### src/rtl/pcmcia_bus_ctrl.sv
// pcmcia_bus_ctrl: turns Gayle PCMCIA-window CPU requests into timed PC Card cycles.
// Card wait-state support (card_wait input, 256-cycle timeout) is built with `define PCMCIA_WAIT_EN.
//
// state  | meaning
// IDLE   | waiting for cpu_req; misses are acked here without a card cycle
// SETUP  | address, CE1/CE2, REG and write data stable ahead of the strobe
// STROBE | OE/WE or IORD/IOWR asserted; read data captured on the last cycle
// HOLD   | strobe released, address/CE/data still held
// DONE   | CE/REG released, cpu_ack pulse, a new request may be taken

module pcmcia_bus_ctrl #(
    parameter int unsigned SETUP_CYC  = 2,
    parameter int unsigned STROBE_CYC = 4,
    parameter int unsigned HOLD_CYC   = 1
) (
    input  logic        clk,
    input  logic        reset_n,
    input  logic        cpu_req,
    input  logic [22:0] cpu_addr,
    input  logic        cpu_uds,
    input  logic        cpu_lds,
    input  logic        cpu_rw,
    input  logic [15:0] cpu_data_in,
    output logic [15:0] cpu_data_out,
    output logic        cpu_ack,
    output logic        busy,
    input  logic        card_detect,
`ifdef PCMCIA_WAIT_EN
    input  logic        card_wait,
`endif
    output logic [25:0] card_addr,
    output logic [15:0] card_data_out,
    input  logic [15:0] card_data_in,
    output logic        cc_reg,
    output logic        cc_oe,
    output logic        cc_we,
    output logic        cc_iord,
    output logic        cc_iowr,
    output logic        cc_ce1,
    output logic        cc_ce2
);

    typedef enum logic [2:0] {IDLE, SETUP, STROBE, HOLD, DONE} state_t;

    localparam logic [3:0] SETUP_LEN  = 4'(SETUP_CYC);
    localparam logic [3:0] STROBE_LEN = 4'(STROBE_CYC);
    localparam logic [3:0] HOLD_LEN   = 4'(HOLD_CYC);

    state_t      state, state_nx;
    logic [3:0]  cnt, cnt_nx;
    logic        strobe_done;

    logic        win_common, win_attr, win_io, hit, lds_only;
    logic [25:0] dec_addr;
    logic [15:0] dec_wdata;
    logic        can_accept, take_hit, take_miss;

    logic        l_rw, l_io, l_reg, l_ce2;
    logic [15:0] l_wdata;
    logic        sel_rw, sel_io, sel_reg, sel_ce2;
    logic [15:0] sel_wdata;

    logic        act_nx, str_nx, hold_to_done;
    logic        cd_lost;
    logic [15:0] rd_data;

`ifdef PCMCIA_WAIT_EN
    logic [7:0]  wait_cnt, wait_cnt_nx;
    logic        tmo, tmo_nx;
`else
    logic        tmo;
    assign tmo = 1'b0;
`endif

    // Window decode works on the word address; byte $600000 is word $300000.
    assign win_common = (cpu_addr >= 23'h300000) && (cpu_addr <= 23'h4FFFFF);
    assign win_attr   = (cpu_addr[22:16] == 7'h50);
    assign win_io     = (cpu_addr[22:16] == 7'h51);
    assign lds_only   = cpu_lds & ~cpu_uds;
    assign hit        = (win_common | win_attr | win_io) & card_detect & (cpu_uds | cpu_lds);

    always_comb begin
        dec_addr = {9'b0, cpu_addr[15:0], lds_only};
        if (win_common) begin
            dec_addr = {2'b00, cpu_addr - 23'h300000, lds_only};
        end
    end

    // Byte writes always leave on the low lane; the byte is mirrored onto both halves.
    always_comb begin
        dec_wdata = cpu_data_in;
        if (cpu_uds && !cpu_lds) begin
            dec_wdata = {cpu_data_in[15:8], cpu_data_in[15:8]};
        end else if (lds_only) begin
            dec_wdata = {cpu_data_in[7:0], cpu_data_in[7:0]};
        end
    end

    assign can_accept = (state == IDLE) || (state == DONE);
    assign take_hit   = can_accept & cpu_req & hit;
    assign take_miss  = can_accept & cpu_req & ~hit;

    assign sel_rw    = take_hit ? cpu_rw    : l_rw;
    assign sel_io    = take_hit ? win_io    : l_io;
    assign sel_reg   = take_hit ? ~win_common : l_reg;
    assign sel_ce2   = take_hit ? (cpu_uds & cpu_lds) : l_ce2;
    assign sel_wdata = take_hit ? dec_wdata : l_wdata;

    always_comb begin
        state_nx    = state;
        cnt_nx      = cnt;
        strobe_done = 1'b0;
`ifdef PCMCIA_WAIT_EN
        wait_cnt_nx = wait_cnt;
        tmo_nx      = tmo;
`endif
        unique case (state)
            IDLE, DONE: begin
                state_nx = IDLE;
                if (take_hit) begin
                    state_nx = SETUP;
                    cnt_nx   = SETUP_LEN;
`ifdef PCMCIA_WAIT_EN
                    wait_cnt_nx = 8'd0;
                    tmo_nx      = 1'b0;
`endif
                end
            end
            SETUP: begin
                if (cnt <= 4'd1) begin
                    state_nx = STROBE;
                    cnt_nx   = STROBE_LEN;
                end else begin
                    cnt_nx = cnt - 4'd1;
                end
            end
            STROBE: begin
                if (cnt <= 4'd1) begin
`ifdef PCMCIA_WAIT_EN
                    if (card_wait && (wait_cnt != 8'hFF)) begin
                        wait_cnt_nx = wait_cnt + 8'd1;
                    end else begin
                        strobe_done = 1'b1;
                        tmo_nx      = card_wait;
                    end
`else
                    strobe_done = 1'b1;
`endif
                end else begin
                    cnt_nx = cnt - 4'd1;
                end
                if (strobe_done) begin
                    state_nx = HOLD;
                    cnt_nx   = HOLD_LEN;
                end
            end
            HOLD: begin
                if (cnt <= 4'd1) begin
                    state_nx = DONE;
                    cnt_nx   = 4'd0;
                end else begin
                    cnt_nx = cnt - 4'd1;
                end
            end
            default: begin
                state_nx = IDLE;
                cnt_nx   = 4'd0;
            end
        endcase
    end

    // Card-side outputs are registered from the next state so strobes never glitch.
    assign act_nx       = (state_nx == SETUP) || (state_nx == STROBE) || (state_nx == HOLD);
    assign str_nx       = (state_nx == STROBE);
    assign hold_to_done = (state == HOLD) && (state_nx == DONE);

    always_ff @(posedge clk or negedge reset_n) begin
        if (!reset_n) begin
            state         <= IDLE;
            cnt           <= 4'd0;
            l_rw          <= 1'b0;
            l_io          <= 1'b0;
            l_reg         <= 1'b0;
            l_ce2         <= 1'b0;
            l_wdata       <= 16'h0000;
            cd_lost       <= 1'b0;
            rd_data       <= 16'h0000;
            card_addr     <= 26'h0;
            card_data_out <= 16'h0000;
            cpu_data_out  <= 16'h0000;
            cpu_ack       <= 1'b0;
            busy          <= 1'b0;
            cc_reg        <= 1'b0;
            cc_oe         <= 1'b0;
            cc_we         <= 1'b0;
            cc_iord       <= 1'b0;
            cc_iowr       <= 1'b0;
            cc_ce1        <= 1'b0;
            cc_ce2        <= 1'b0;
`ifdef PCMCIA_WAIT_EN
            wait_cnt      <= 8'd0;
            tmo           <= 1'b0;
`endif
        end else begin
            state <= state_nx;
            cnt   <= cnt_nx;
`ifdef PCMCIA_WAIT_EN
            wait_cnt <= wait_cnt_nx;
            tmo      <= tmo_nx;
`endif
            if (take_hit) begin
                l_rw      <= cpu_rw;
                l_io      <= win_io;
                l_reg     <= ~win_common;
                l_ce2     <= cpu_uds & cpu_lds;
                l_wdata   <= dec_wdata;
                card_addr <= dec_addr;
            end

            // A card pulled mid-access still completes, but its read data is not trusted.
            if (take_hit) begin
                cd_lost <= 1'b0;
            end else if (busy && !card_detect) begin
                cd_lost <= 1'b1;
            end

            if (strobe_done && l_rw) begin
                rd_data <= l_ce2 ? card_data_in : {card_data_in[7:0], card_data_in[7:0]};
            end

            cc_ce1        <= act_nx;
            cc_ce2        <= act_nx & sel_ce2;
            cc_reg        <= act_nx & sel_reg;
            cc_oe         <= str_nx &  sel_rw & ~sel_io;
            cc_we         <= str_nx & ~sel_rw & ~sel_io;
            cc_iord       <= str_nx &  sel_rw &  sel_io;
            cc_iowr       <= str_nx & ~sel_rw &  sel_io;
            card_data_out <= (act_nx && !sel_rw) ? sel_wdata : 16'h0000;
            busy          <= act_nx;
            cpu_ack       <= take_miss | hold_to_done;

            if (take_miss && cpu_rw) begin
                cpu_data_out <= 16'hFFFF;
            end else if (hold_to_done && l_rw) begin
                cpu_data_out <= (cd_lost || !card_detect || tmo) ? 16'hFFFF : rd_data;
            end
        end
    end

endmodule

### config.mk
export PLATFORM = sky130hd
export DESIGN_NAME = pcmcia_bus_ctrl
export DESIGN_NICKNAME = d
export VERILOG_FILES = /design/src/rtl/pcmcia_bus_ctrl.sv
export SDC_FILE = /design/constraint.sdc
export NUM_CORES = 1
export LEC_CHECK = 0
export ABC_CLOCK_PERIOD_IN_PS = 3800
export CAP_MARGIN = 20
export CORE_MARGIN = 5
export CORE_UTILIZATION = 52
export DETAILED_ROUTE_END_ITERATION = 7
export HOLD_SLACK_MARGIN = 0.05
export PLACE_DENSITY_LB_ADDON = 0.25
export SETUP_SLACK_MARGIN = 0.2
export SLEW_MARGIN = 5
export SYNTH_ARGS = -nofsm -noshare
export SYNTH_HDL_FRONTEND = slang
export SYNTH_SLANG_ARGS = --single-unit
### constraint.sdc
create_clock -name clk -period 3.8 [get_ports clk]
set_input_delay 0.57 -clock clk [delete_from_list [all_inputs] [get_ports clk]]
set_output_delay 0.57 -clock clk [all_outputs]
set_load 0.005 [all_outputs]
==> impl_metrics.py <==
metrics = {
    "worst_setup_path": {
        "cp_slowest_stage_delay_ps": 590,
        "arrival_ps": 3060,
        "r2r-end": "l_wdata[4]",
        "worstSetupEndpointType": "flip-flop",
        "worstRegToRegCells": 6,
        "cp-start-kind": "input pin",
        "crit_path_frequent_cell": "ha_1",
        "required_ps": 4060,
        "r2r-start": "state[1]",
        "path_cells": "clkdlybuf4s50_1 > ha_1 > ha_1 > nor4b_2 > nand4_1 > o21ai_1 > o2111a_1 > nand2b_4 > mux2_2",
        "cp_slowest_cell": "clkdlybuf4s50_1",
        "path_max_fanout": 37,
        "r2r_setup_slack_ps": 1440,
        "crit_type": "input pin to flip-flop",
    },
    "cts": {
        "cts_hold_buf": 0,
        "cts_setup_buffers": 0,
        "cts.sinks": 108,
        "cts_max_level": 3,
        "clkTransAtPathRegs_ps": 110,
        "cts-resized-gates": 0,
        "clk_path_buf_depth": 2,
        "insertion_delay_ps": 360,
        "cts_tree": "built",
        "root_buffer": "clkbuf_8",
        "cts_made_buffers": 9,
    },
    "placement": {
        "gp_congestion": 0.821,
        "io_buffers": 126,
        "dp_hpwl_mm": 8.01,
        "place_inst": 638,
    },
    "synth": {
        "ys_ff_latch": 108,
        "synthTopCellsByCount": "108 x dfrtp_1, 48 x mux2_2, 42 x nor2_1, 29 x nand2_1, 27 x o21ai_0",
        "syn_avg_cell_area_um2": 11.6,
        "synth_area_leaders": "dfrtp_1 55%, mux2_2 11%, a32o_1 3.5%",
        "synth_edf_count": 0,
        "synth-seq-area-share_pct": 55.4,
        "async_flop_share_pct": 100,
        "synth_cell_types": 47,
        "synth_top_area_cell": "dfrtp_1",
        "synth_top_area_share_pct": 55.4,
        "synth.most_common_cell": "dfrtp_1",
        "synthCells": 419,
        "ys_warn_count": 0,
        "syn_area_um2": 4880,
        "synth_ff_type": "dfrtp_1",
    },
    "sta": {
        "finalHoldViolCount": 0,
        "period_minus_slack_ps": 2800,
        "setup_viol": 0,
        "fin_tns_setup_ps": 0,
        "rsz0062_at_grt": "false",
        "clock.fmax_mhz": 357,
        "drv_slew": 0,
        "slew_headroom_pct": 42.6,
        "fin_worst_skew_ps": 10.0,
        "worstMarginPinSlew_ps": 859,
        "fin_crit_sh_pct": 73.7,
    },
    "drt": {
        "wl_per_cell_um": 17.1,
        "drtIter0Drc": 115,
        "drc": 0,
        "via_per_inst": 5.56,
        "dr_total_vias": 3642,
        "ant_nets": 0,
        "first_pass_iters": 5,
        "routed_wl_mm": 11.2,
    },
    "pwr": {
        "irDropWorstVdd_uv": 390,
        "p_leak_nw": 2.66,
        "power_density_nw_per_um2": 635,
    },
    "die": {
        "ios": 129,
        "rows": 35,
        "core-area_um2": 9200,
        "fp.dieH_um": 107,
        "die-area_um2": 11400,
        "die_x_um": 107,
        "start_util_pct": 53.0,
    },
    "grt": {
        "globalRouteOverflowTotal": 0,
        "antenna_found_initial": 0,
        "grt_start_max_net_pins": 41,
        "grt_pass1_wl_mm": 18.7,
        "grt_usage_pct": 20.3,
        "grt_pass1_vias": 3894,
    },
    "cells_and_area": {
        "fin_nets": 607,
        "drive_gt1_share_pct": 17.3,
        "largest_reg_flops": 24,
        "stdcell_count": 655,
        "regMostFlops": "card_addr",
        "antennaDiodeCount": 0,
        "area_growth_pct": 30.9,
    },
    "hold_path": {
        "hold_class": "input pin to async pin",
    },
    "job": {
        "maxCapViolCount": 0,
    },
    "status": {
        "status": "finished clean",
    },
}
-- through the flow --
stage,total power [W],setup WS [ps],hold WS (ps),instance area [um2],util [%]
after floorplan,0.00261,1430,274,4880,-
after global placement,0.00333,710,466,6180,67.2
after detailed placement,0.00339,593,480,6180,67.2
after CTS,0.00409,1000,155,6380,69.3
after global routing,0.00431,854,163,6380,69.4
final,0.00405,998,153,6380,69.4
-- layer usage --
metal  routed length, um  part of all wire [%]  global-route usage, %  vias up
met5                   0                     0                      0        -
met4                 233                   2.1                   7.12        0
met3                 659                   5.9                   5.54       23
met2                5480                    49                   33.6      126
met1                4820                    43                   25.9     1772
li1                    -                     -                      -     1721
-- worst max path at each step --
stage	from	end	slack, ps	depth (start not counted)
global placement	cpu_addr[20]	l_wdata[0]	710	9
floorplan	cpu_addr[20]	l_wdata[10]	1430	11
global route	cpu_addr[20]	l_wdata[4]	850	9
detailed placement	cpu_addr[20]	l_wdata[15]	590	9
CTS	cpu_addr[20]	l_wdata[4]	1000	9
finish	cpu_addr[20]	l_wdata[4]	1000	9
-- worst max-delay path, delay by kind of cell --
kind	cells	cell delay (ps)
AO/OA/AOI/OAI	2	390
buffers and inverters	1	590
adder cells (fa/ha/maj)	2	320
multiplexers	1	400
AND/OR/NAND/NOR	3	780
-- layout make-up --
class,count,area (um2)
clock buffers,11,151
clock inverters,5,43.8
fillers,692,2810
inverters,10,37.5
multi-input cells,275,1980
flip-flops and latches,108,2700
well taps,111,139
repair buffers,135,1330
-- logic make-up (layout without fill, tap and decap cells) --
logic type | count (synthesis) | count (layout) | share of synthesized area, %
compound gates | 75 | 75 | 10.1
xor+xnor | 1 | 1 | 0.180
fa+ha+maj | 6 | 6 | 1.54
buf+inv | 37 | 161 | 4.00
flops | 108 | 108 | 55.4
mux | 68 | 68 | 16.2
other cells | 1 | 2 | 0.0769
simple gates | 123 | 123 | 12.5
-- layout by cell type (no fill, tap or decap), types with 2 or more instances in the layout --
| master | instances |
|---|---|
| a21oi_1 | 14 |
| a31oi_1 | 3 |
| a32o_1 | 17 |
| buf_4 | 10 |
| clkbuf_8 | 11 |
| clkdlybuf4s50_1 | 125 |
| clkinv_4 | 3 |
| conb_1 | 2 |
| dfrtp_1 | 108 |
| ha_1 | 6 |
| inv_1 | 9 |
| inv_6 | 2 |
| mux2_2 | 48 |
| mux2_4 | 10 |
| mux2i_1 | 10 |
| nand2_1 | 29 |
| nand2b_1 | 4 |
| nand3_1 | 3 |
| nand4_1 | 5 |
| nor2_1 | 42 |
| nor2_2 | 2 |
| nor3_1 | 21 |
| nor3b_1 | 2 |
| nor4_1 | 3 |
| o21ai_0 | 27 |
| o21ai_1 | 3 |
| o22ai_1 | 5 |
| or2_2 | 2 |
-- power breakdown --
part           internal, W  switching (W)
clock             0.000283       0.000400
combinational     0.000920       0.000575
sequential         0.00158       0.000294
total              0.00278        0.00127
Note: power is estimated with default switching activity, not from simulation.
